### src/rtl/lock_ctrl_param.sv
// Navigation-lock controller: per-direction request counters, a gate/water
// sequencing FSM and a prescaled water-level model.
module lock_ctrl_param #(
  parameter int LVL_W     = 8,
  parameter int LVL_MAX   = 100,
  parameter int LOW_THR   = 3,
  parameter int HIGH_THR  = 97,
  parameter int FILL_DIV  = 6,
  parameter int DRAIN_DIV = 4,
  parameter int QDEPTH    = 3,
  parameter int GATE_TO   = 50,
  localparam int CNT_W    = $clog2(QDEPTH + 1)
) (
  input  logic             Clock,
  input  logic             Reset,
  input  logic             arrive_req,
  input  logic             depart_req,
  input  logic             vessel_in,
  input  logic             vessel_out,
  input  logic             halt,
  output logic             upperGate,
  output logic             lowerGate,
  output logic             raiseWater,
  output logic             lowerWater,
  output logic [LVL_W-1:0] waterLevel,
  output logic             occupied,
  output logic [CNT_W-1:0] arr_cnt,
  output logic [CNT_W-1:0] dep_cnt,
  output logic [2:0]       state,
  output logic             ovf,
  output logic             timeout
);

  localparam int DIV_MAX = (FILL_DIV > DRAIN_DIV) ? FILL_DIV : DRAIN_DIV;
  localparam int PS_W    = $clog2(DIV_MAX + 1);
  localparam int TO_W    = $clog2(GATE_TO + 1);

  localparam logic [LVL_W-1:0] LV_MAX  = LVL_W'(LVL_MAX);
  localparam logic [LVL_W-1:0] LV_RST  = LVL_W'(LVL_MAX / 2);
  localparam logic [LVL_W-1:0] LV_LOW  = LVL_W'(LOW_THR);
  localparam logic [LVL_W-1:0] LV_HIGH = LVL_W'(HIGH_THR);
  localparam logic [PS_W-1:0]  PS_FILL_LAST  = PS_W'(FILL_DIV - 1);
  localparam logic [PS_W-1:0]  PS_DRAIN_LAST = PS_W'(DRAIN_DIV - 1);
  localparam logic [TO_W-1:0]  TO_LAST = TO_W'(GATE_TO - 1);
  localparam logic [CNT_W-1:0] Q_MAX   = CNT_W'(QDEPTH);

  typedef enum logic [2:0] {
    S_IDLE    = 3'd0,
    S_DRAIN   = 3'd1,
    S_FILL    = 3'd2,
    S_OPEN_LO = 3'd3,
    S_OPEN_HI = 3'd4
  } state_t;

  typedef enum logic {
    DIR_UP   = 1'b0,
    DIR_DOWN = 1'b1
  } dir_t;

  state_t           state_q, state_d;
  dir_t             dir_q, dir_d;
  dir_t             last_q, last_d;
  logic             occ_d;
  logic             arr_dec, dep_dec, to_fire;
  logic             take_arr, take_dep;
  logic             waiting_entry, to_last;
  logic [PS_W-1:0]  presc;
  logic [TO_W-1:0]  to_cnt;
  logic [CNT_W:0]   arr_step, dep_step;

  // Returns {overflow, next_count}; a simultaneous increment and decrement
  // cancel, so a full counter that is also being drained takes the request.
  function automatic logic [CNT_W:0] cnt_step(input logic [CNT_W-1:0] cnt,
                                              input logic inc, input logic dec);
    logic [CNT_W:0] r;
    r = {1'b0, cnt};
    if (inc && !dec) begin
      if (cnt == Q_MAX) r[CNT_W] = 1'b1;
      else              r[CNT_W-1:0] = cnt + 1'b1;
    end else if (dec && !inc && cnt != '0) begin
      r[CNT_W-1:0] = cnt - 1'b1;
    end
    return r;
  endfunction

  assign state      = state_q;
  assign lowerWater = (state_q == S_DRAIN);
  assign raiseWater = (state_q == S_FILL);
  assign lowerGate  = (state_q == S_OPEN_LO);
  assign upperGate  = (state_q == S_OPEN_HI);

  // An open gate is only timed while it waits for the vessel to enter.
  assign waiting_entry = !occupied &&
                         ((state_q == S_OPEN_LO && dir_q == DIR_UP) ||
                          (state_q == S_OPEN_HI && dir_q == DIR_DOWN));
  assign to_last  = (to_cnt == TO_LAST);
  assign take_arr = (arr_cnt != '0) && ((dep_cnt == '0) || (last_q == DIR_DOWN));
  assign take_dep = (dep_cnt != '0) && !take_arr;
  assign arr_step = cnt_step(arr_cnt, arrive_req, arr_dec);
  assign dep_step = cnt_step(dep_cnt, depart_req, dep_dec);

  always_comb begin
    // NOTE: every signal written here gets a default first so no path leaves
    // it unassigned, which would otherwise infer a latch.
    state_d = state_q;
    dir_d   = dir_q;
    last_d  = last_q;
    occ_d   = occupied;
    arr_dec = 1'b0;
    dep_dec = 1'b0;
    to_fire = 1'b0;

    case (state_q)
      S_IDLE: begin
        if (!halt && take_arr) begin
          dir_d   = DIR_UP;
          last_d  = DIR_UP;
          state_d = (waterLevel <= LV_LOW) ? S_OPEN_LO : S_DRAIN;
        end else if (!halt && take_dep) begin
          dir_d   = DIR_DOWN;
          last_d  = DIR_DOWN;
          state_d = (waterLevel >= LV_HIGH) ? S_OPEN_HI : S_FILL;
        end
      end
      S_DRAIN: if (waterLevel <= LV_LOW)  state_d = S_OPEN_LO;
      S_FILL:  if (waterLevel >= LV_HIGH) state_d = S_OPEN_HI;
      S_OPEN_LO: begin
        if (waiting_entry) begin
          if (vessel_in) begin
            occ_d   = 1'b1;
            arr_dec = 1'b1;
            state_d = S_FILL;
          end else if (to_last) begin
            arr_dec = 1'b1;
            to_fire = 1'b1;
            state_d = S_IDLE;
          end
        end else if (occupied && dir_q == DIR_DOWN && vessel_out) begin
          occ_d   = 1'b0;
          state_d = S_IDLE;
        end
      end
      S_OPEN_HI: begin
        if (waiting_entry) begin
          if (vessel_in) begin
            occ_d   = 1'b1;
            dep_dec = 1'b1;
            state_d = S_DRAIN;
          end else if (to_last) begin
            dep_dec = 1'b1;
            to_fire = 1'b1;
            state_d = S_IDLE;
          end
        end else if (occupied && dir_q == DIR_UP && vessel_out) begin
          occ_d   = 1'b0;
          state_d = S_IDLE;
        end
      end
      default: state_d = S_IDLE;
    endcase
  end

  // NOTE: all state below uses non-blocking assignments so every register
  // samples the pre-edge values of the others, independent of statement order.
  always_ff @(posedge Clock) begin
    if (Reset) begin
      state_q    <= S_IDLE;
      dir_q      <= DIR_UP;
      last_q     <= DIR_DOWN;
      occupied   <= 1'b0;
      arr_cnt    <= '0;
      dep_cnt    <= '0;
      ovf        <= 1'b0;
      timeout    <= 1'b0;
      to_cnt     <= '0;
      presc      <= '0;
      waterLevel <= LV_RST;
    end else begin
      state_q  <= state_d;
      dir_q    <= dir_d;
      last_q   <= last_d;
      occupied <= occ_d;
      arr_cnt  <= arr_step[CNT_W-1:0];
      dep_cnt  <= dep_step[CNT_W-1:0];
      ovf      <= arr_step[CNT_W] | dep_step[CNT_W];
      timeout  <= to_fire;

      if (waiting_entry && !vessel_in && !to_last) to_cnt <= to_cnt + 1'b1;
      else                                          to_cnt <= '0;

      if (raiseWater) begin
        if (presc == PS_FILL_LAST) begin
          presc <= '0;
          if (waterLevel != LV_MAX) waterLevel <= waterLevel + 1'b1;
        end else begin
          presc <= presc + 1'b1;
        end
      end else if (lowerWater) begin
        if (presc == PS_DRAIN_LAST) begin
          presc <= '0;
          if (waterLevel != '0) waterLevel <= waterLevel - 1'b1;
        end else begin
          presc <= presc + 1'b1;
        end
      end else begin
        presc <= '0;
      end
    end
  end

endmodule
### config.mk
export PLATFORM = sky130hd
export DESIGN_NAME = lock_ctrl_param
export DESIGN_NICKNAME = d
export VERILOG_FILES = /design/src/rtl/lock_ctrl_param.sv
export SDC_FILE = /design/constraint.sdc
export NUM_CORES = 1
export LEC_CHECK = 0
export CORE_AREA = 10 10 81 83
export DETAILED_ROUTE_END_ITERATION = 10
export DIE_AREA = 0 0 91 93
export PLACE_DENSITY_LB_ADDON = 0.12
export SETUP_SLACK_MARGIN = 0.2
export SLEW_MARGIN = 10
export SYNTH_ARGS = -nofsm -noshare
export SYNTH_HDL_FRONTEND = slang
export SYNTH_SLANG_ARGS = --single-unit
### constraint.sdc
create_clock -name Clock -period 2.7 [get_ports Clock]
set_input_delay 0.54 -clock Clock [delete_from_list [all_inputs] [get_ports Clock]]
set_output_delay 0.54 -clock Clock [all_outputs]
set_load 0.05 [all_outputs]
======== Yosys cells after proc, flatten, opt, wreduce, memory -nomap -nowiden ========
Cells that the tools add are included.
word-level totals
  register bits after elaboration ......... 29
  output and inout port bits .............. 22
operators by class
  reduce and logical (&&, ||, !) cells .... 51
  equal/unequal tests ..................... 19
  magnitude comparators ................... 2
  add/subtract/negate cells ............... 8
  bitwise logic cells ..................... 5
  multiplexer cells ....................... 47
operator list
  kind                                                             count
  2-to-1 mux 3 bit                                                 16
  2-to-1 mux 8 bit                                                 6
  logical AND 1 bit                                                19
  nonzero test 2 bit                                               9
  2-to-1 mux 1 bit                                                 16
  one-hot mux 3 bit (5 select lines)                               1
  2-to-1 mux 2 bit                                                 7
  AND reduction 5 bit                                              2
  equality test 3 x 2 -> 1 bit (second input constant)             3
  zero test 1 bit                                                  9
  adder 8 x 1 -> 8 bit (second input constant)                     1
  >= comparator 8 x 7 -> 1 bit (second input constant)             1
  less-or-equal comparator 8 x 2 -> 1 bit (second input constant)  1
  != test 2 x 1 -> 1 bit (second input constant)                   4
  != test 8 x 7 -> 1 bit (second input constant)                   1
  nonzero test 8 bit                                               1
  subtractor 8 x 1 -> 8 bit (second input constant)                1
  adder 6 x 1 -> 6 bit (second input constant)                     1
  equality test 3 bit (second input constant)                      2
  equality test 6 bit (second input constant)                      1
  != test 3 x 1 -> 1 bit (second input constant)                   2
  AND reduction 2 bit                                              3
  adder 2 x 1 -> 2 bit (second input constant)                     2
  equality test 2 bit (second input constant)                      2
  14 further kinds                                                 21

======== Logic depth before layout (Yosys ltp) ========
Gate-level depths: netlist (run 1).
  depth after elaboration ................. 10
  depth in mapped cells ................... 9
  depth with buffers taken out ............ 8

======== Worst setup path after synthesis (run 1) ========
Ideal clock, no wire load.
  path type ............................... reg2reg
  from .................................... reg state_q[1] (netlist: state[1])
  to ...................................... reg waterLevel[7]
  data required time ...................... 2.579 ns
  setup slack ............................. -0.251 ns
  arrival ................................. 2.831 ns
  stages on the path, launching flop included .. 10
  setup time .............................. 0.121 ns
  path through ............................ dfxtp_1 buf_6 nor2b_1 nand2_1 ha_1 and3_1 a2111oi_2 o21a_1 o21ba_2 mux2_2
on the way
  word-level cells in the longest chain between the ends .. 3
  elaborated cells between the ends (all ways) .. 9
RTL lines
  element                                                                       line    RTL
  start, declared                                                               60      state_t state_q, state_d;
  start signal, assigned                                                        179     state_q <= state_d;
  equality test 3 x 2 -> 1 bit or equality test 3 x 1 -> 1 bit (tied branches)  88, 87
  != test 2 x 1 -> 1 bit (no line) or nonzero test 2 bit (tied branches)        --
  AND reduction 5 bit (no line)                                                 --
  end signal, assigned                                                          194     if (waterLevel != LV_MAX) waterLevel <= waterLevel + 1'b1;
  end signal, assigned                                                          201     if (waterLevel != '0) waterLevel <= waterLevel - 1'b1;
  end, declared                                                                 25      output logic [LVL_W-1:0] waterLevel,
Several ways; a longest one is shown, not always the timed one.
A chain may end at the register's enable or synchronous reset.

======== Final worst setup path (run 1) ========
Ends and elaborated chain as after synthesis.

==> results.py, run 1 <==
metrics = {
    "detailed_routing": {
        "dr.first_iter.drc_count": 87,
        "wl_per_cell_um": 14.3,
        "drtAntennaViolNets": 0,
        "firstDrtPassIters": 4,
        "vias": 1803,
        "drc_errors": 0,
        "drt_wl_total_mm": 4.82,
        "via_per_inst": 5.33,
    },
    "setup_path": {
        "worstReg2RegEnd": "waterLevel[7]",
        "start_kind": "flip-flop",
        "arrival_ns": 2.58,
        "reg2reg_slack_ns": 0.29,
        "cp.required_ns": 2.87,
        "crit_start": "state[1]",
        "crit_path_end_kind": "flip-flop",
        "crit_path_end": "waterLevel[7]",
        "crit_type": "flip-flop to flip-flop",
        "r2r_start": "state[1]",
        "crit_fanout": 11,
        "r2r_cells": 8,
    },
    "sta": {
        "hold-worst-slack_ns": 0.471,
        "worstMarginPinSlew_ns": 0.628,
        "slew_violations": 0,
        "setup_violations": 0,
        "fin_crit_sh_pct": 89.1,
        "grt_setup_unrepaired": "false",
        "hold_viol_final": 0,
        "fin_skew_ns": 0.0101,
        "max_freq_ghz": 0.416,
        "min_period_ns": 2.41,
        "final.setup.tns_ns": 0,
        "relSlewSlack_pct": 57.7,
    },
    "die": {
        "dieArea_um2": 8460,
        "die_height_um": 93,
        "initial_core_util_pct": 38.9,
        "rows": 26,
        "io_pins": 29,
        "fp.coreArea_um2": 5010,
        "die-width_um": 91,
    },
    "logic_synthesis": {
        "syn-mean-instance-area_um2": 8.25,
        "yosys.area_share.simple_pct": 25.8,
        "synth_flop_cell": "dfxtp_1",
        "syn-cell-area_um2": 1950,
        "synth_fa_ha_area_share_pct": 9.38,
        "ys_types": 59,
        "synth_top_family_by_area": "simple AND/OR/NAND/NOR gates",
        "synthCells": 236,
        "yosysSeqAreaShare_pct": 29.8,
        "async_flop_share_pct": 0,
        "syn-num-nets": 257,
        "synthMuxAreaShare_pct": 1.61,
        "yosysWarnings": 0,
        "synth-edff-count": 0,
        "yosys.area_share.xor_xnor_pct": 3.60,
        "ys_seq_elements": 29,
        "synth_compound_area_share_pct": 23.7,
    },
    "clock_network": {
        "cts.htree.levels": 2,
        "post-cts-setup-buffer-count": 0,
        "clkLatencyLatePin_ns": 0.29,
        "root_buffer": "clkbuf_8",
        "clk_pin_slew_ns": 0.06,
        "clock-sinks": 29,
        "tritoncts": "done",
        "cts_hold_buffers": 0,
        "clockBufferDepth": 2,
        "numCtsBuffers": 5,
    },
    "cells_and_area": {
        "layout.nets": 288,
        "drive_gt1_share_pct": 11.9,
        "antennaDiodeCount": 0,
        "final_area_um2": 2480,
        "post-route-util_pct": 49.5,
        "syn_to_final_growth_pct": 27.2,
        "regArea_um2": 586,
        "multiInputGateArea_um2": 1310,
        "num-fill-cells": 508,
    },
    "placement": {
        "place_area_um2": 2320,
        "gp_congestion": 0.802,
        "portBuffers": 28,
        "dpl.hpwl_mm": 3.50,
    },
    "outcome": {
        "status": "finished, final reports clean",
    },
    "pwr": {
        "powerDensity_nw_per_um2": 812,
        "ir_drop_uv": 287,
        "finalPower_mw": 2.01,
        "power.leakage_nw": 0.954,
    },
    "min_path": {
        "min_path_type": "flip-flop to flip-flop",
    },
    "global_route": {
        "grt_max_degree": 17,
        "grt_pass1_wl_mm": 7.85,
        "overflow": 0,
        "gr-usage-all-layers_pct": 11.0,
        "grt_pass1_vias": 1671,
        "antenna_found_initial": 0,
    },
    "run": {
        "drv_cap": 0,
    },
}
## how the worst min path moves through the flow
stage,slack [ns],end,from,cells after the start
2_1_floorplan,0.43,to_cnt[0],to_cnt[0],1
3_5_place_dp,0.45,to_cnt[0],to_cnt[0],1
4_1_cts,0.47,to_cnt[0],to_cnt[0],1
5_1_grt,0.51,to_cnt[0],to_cnt[0],1
3_3_place_gp,0.45,to_cnt[0],to_cnt[0],1
6_report,0.47,to_cnt[0],to_cnt[0],1
## cell usage after synthesis, drive strengths merged (2+ instances only)
library cell,number,area share [%]
o21a,2,0.77
xor2,5,2.2
nor3,7,1.8
buf,6,2.4
nor2b,6,1.9
o21ai,8,2.1
a2111oi,2,1.2
or2,3,0.96
and3,5,1.6
nor4,2,0.64
nand2,12,2.3
clkbuf,4,0.77
nand3,9,2.3
o32ai,2,0.90
a211oi,5,2.2
a21o,5,1.9
o41ai,2,1.3
o21ba,2,1.0
a31oi,4,1.3
a21oi,17,4.4
inv,15,2.9
dfxtp,29,30
nor2,29,5.6
a211o,2,0.90
nand4,2,0.64
a221oi,2,0.90
nor4b,3,2.1
o31ai,2,0.77
xnor2,3,1.3
mux2i,2,1.0
nand3b,2,0.77
or3,2,0.64
nor3b,4,1.5
ha,13,8.4
## what timing repair did
| item | CTS | global route |
|---|---|---|
| endpoints found under the hold margin | 0 | 0 |
| setup endpoints to repair | 3 | 1 |
| gates resized for setup | 3 | 4 |
## registers in the layout, indices dropped and copies added, names as in the netlist
register and cells:
to_cnt 6, presc 3, waterLevel 8, last_q 1, state 3, dir_q 1
dep_cnt 2, ovf 1, arr_cnt 2, occupied 1, timeout 1
## layer usage
metal / vias to the layer above / GRT usage (%) / share of wire, % / routed length (um)
li1: 923 / - / - / -
met1: 836 / 14.3 / 50 / 2390
met2: 33 / 16.5 / 44 / 2110
met3: 11 / 3.44 / 4.7 / 225
met4: 0 / 4.31 / 1.8 / 87
met5: - / 0 / 0 / 0
## cells in the final DEF, fill, tap and decap left out, drive strengths merged, types with 6 or more instances in the layout
cell type / n
nor2: 29
dfxtp: 29
clkdlybuf4s50: 24
a21oi: 17
inv: 15
ha: 13
nand2: 12
nand3: 9
o21ai: 8
nor3: 7
buf: 7
clkbuf: 7
nor2b: 6
## cell families after synthesis
family / after synthesis
adders and majority gates: 14
AOI/OAI and AO/OA: 64
buffers and inverters: 25
muxes: 3
and+or+nand+nor: 93
xor gates and xnor gates: 8
DFF: 29
## layout make-up
class | count | area share [%]
timing repair buffer | 34 | 12.9
clock buffer | 7 | 4.34
multi-input combinational | 182 | 53.0
inverter | 15 | 2.27
sequential | 29 | 23.6
clock inverter | 1 | 0.303
tap | 70 | 3.54
## critical path, cell delays in order, from the launching register on
cell,delay [ns]
dfxtp_4,0.39
nor2b_4,0.20
nand2_4,0.15
ha_1,0.29
or3_1,0.42
a2111oi_4,0.22
o21a_1,0.18
o21ba_2,0.13
mux2_2,0.32
## through the flow
stage          setup WS (ns)  cells
2_1_floorplan          0.203    236
3_3_place_gp           0.281    330
3_5_place_dp           0.262    330
4_1_cts                0.251    338
5_1_grt                0.208    338
6_report               0.295    338
## power by group
group          switching (mW)  leakage [nW]  total, mW  internal, mW
Clock                   0.178        0.0556      0.441         0.263
Sequential             0.0629         0.237      0.536         0.473
Combinational           0.613         0.661       1.03         0.421
(Power assumes the default switching activity.)
==> inputs of run 2 (changes only) <==
--- a/constraint.sdc
+++ b/constraint.sdc
@@ -3,2 +3,2 @@
 set_output_delay 0.54 -clock Clock [all_outputs]
-set_load 0.05 [all_outputs]
+set_load 0.1 [all_outputs]
==> results.py, run 2 (same netlist as run 1, synthesis figures left out) <==
metrics = {
    "die": {
        "dieArea_um2": 8460,
        "initial_core_util_pct": 38.9,
        "io_pins": 29,
        "die-width_um": 91,
        "die_height_um": 93,
        "rows": 26,
        "fp.coreArea_um2": 5010,
    },
    "global_route": {
        "gr-usage-all-layers_pct": 11.8,
        "grt_max_degree": 18,
        "grt_pass1_wl_mm": 8.35,
        "antenna_found_initial": 0,
        "grt_pass1_vias": 1741,
        "overflow": 0,
    },
    "min_path": {
        "min_path_type": "flip-flop to flip-flop",
    },
    "detailed_routing": {
        "dr.first_iter.drc_count": 83,
        "drtAntennaViolNets": 0,
        "wl_met3_um": 330,
        "wl_per_cell_um": 14.7,
        "wl_met2_mm": 2.24,
        "firstDrtPassIters": 4,
        "vias": 1787,
        "via_per_inst": 5.33,
        "drc_errors": 0,
        "met1Wirelength_mm": 2.27,
        "drt_wl_total_mm": 4.91,
        "top_layer": "met4",
    },
    "clock_network": {
        "numCtsBuffers": 5,
        "post-cts-setup-buffer-count": 0,
        "cts_resized": 0,
        "root_buffer": "clkbuf_8",
        "clkLatencyLatePin_ns": 0.29,
        "clock-sinks": 29,
        "cts_hold_buffers": 0,
        "tritoncts": "done",
        "clk_pin_slew_ns": 0.07,
        "clockBufferDepth": 2,
        "cts.htree.levels": 2,
    },
    "setup_path": {
        "cp.required_ns": 2.88,
        "crit_path_end_kind": "flip-flop",
        "arrival_ns": 2.54,
        "crit_fanout": 17,
        "crit_type": "flip-flop to flip-flop",
        "start_kind": "flip-flop",
    },
    "placement": {
        "dpl.hpwl_mm": 3.69,
        "gp_congestion": 0.809,
        "post-place-ws_ns": 0.348,
        "portBuffers": 28,
    },
    "sta": {
        "fin_crit_sh_pct": 87.4,
        "relSlewSlack_pct": 60.8,
        "hold-worst-slack_ns": 0.470,
        "setup_violations": 0,
        "slew_violations": 0,
        "min_period_ns": 2.36,
        "final.setup.tns_ns": 0,
        "fin_skew_ns": 0.00600,
        "setup_ws_ns": 0.340,
        "worstMarginPinSlew_ns": 0.583,
        "grt_setup_unrepaired": "false",
        "max_freq_ghz": 0.424,
        "hold_viol_final": 0,
    },
    "cells_and_area": {
        "syn_to_final_growth_pct": 26.2,
        "num-fill-cells": 509,
        "reg.largest.list": "waterLevel x8, to_cnt x6",
        "final_common_cell": "nor2_1",
        "largest_register": "waterLevel",
        "multiInputGateArea_um2": 1340,
        "antennaDiodeCount": 0,
        "largest_reg_flops": 8,
        "layout_common_cells": "nor2_1, buf_4, dfxtp_1",
        "layout.nets": 285,
        "regArea_um2": 596,
        "drive_gt1_share_pct": 21.9,
    },
    "run": {
        "drv_cap": 0,
    },
    "outcome": {
        "status": "finished, final reports clean",
    },
    "pwr": {
        "ir_drop_uv": 412,
        "finalPower_mw": 2.29,
        "powerDensity_nw_per_um2": 932,
        "power.leakage_nw": 0.973,
    },
}
==> run 2: power breakdown <==
group          internal (mW)  total (mW)  switching (mW)
sequential             0.476       0.572          0.0961
clock                  0.367       0.549           0.182
combinational          0.421        1.17           0.748
total                   1.26        2.29            1.03
==> run 2: routing by layer <==
| metal | track usage (%) | vias up |
|---|---|---|
| met3 | 4.16 | 7 |
| met5 | 0 | - |
| met4 | 4.31 | 0 |
| met2 | 19.7 | 44 |
| met1 | 13.6 | 815 |
| li1 | - | 921 |
==> run 2: worst paths after layout <==
| path | endpoint | slack, ns | startpoint | cells past startpoint |
|---|---|---|---|---|
| worst max-delay path | waterLevel[7] | 0.34 | state[0] | 8 |
| worst max register to register | waterLevel[7] | 0.34 | state[0] | 8 |
| worst min register to register | to_cnt[0] | 0.47 | to_cnt[0] | 1 |
| worst min-delay path | to_cnt[0] | 0.47 | to_cnt[0] | 1 |
==> run 2: per-stage QoR <==
step	instances	util (%)	area [um^2]
3_5_place_dp	327	46.4	2320
5_1_grt	335	49.0	2460
3_3_place_gp	327	46.4	2320
6_report	335	49.0	2460
2_1_floorplan	236	-	2050
4_1_cts	335	49.0	2460
==> run 2: final cells by class <==
cell class | instances | share of cell area (%)
clock buffers | 5 | 2.80
clock inverters | 3 | 2.65
inverters | 15 | 2.29
multi-input cells | 182 | 54.4
flip-flops and latches | 29 | 24.2
well taps | 70 | 3.57
repair buffers | 31 | 10.1
==> run 2: critical path: stages (launching register included) <==
cell and delay, ns:
dfxtp_4 0.45, inv_1 0.13, nand2_4 0.22, ha_4 0.25
and3_1 0.23, a2111oi_4 0.38, o21a_1 0.15, o21ba_2 0.15
mux2_4 0.29
==> inputs of run 3 (changes only) <==
Settings changed: CAP_MARGIN set to 5, CTS_BUF_LIST set to sky130_fd_sc_hd__clkbuf_4 sky130_fd_sc_hd__clkbuf_8 sky130_fd_sc_hd__clkbuf_16.
==> results of run 3 <==
The final DEF is identical to that of run 2; final timing and power are the same.
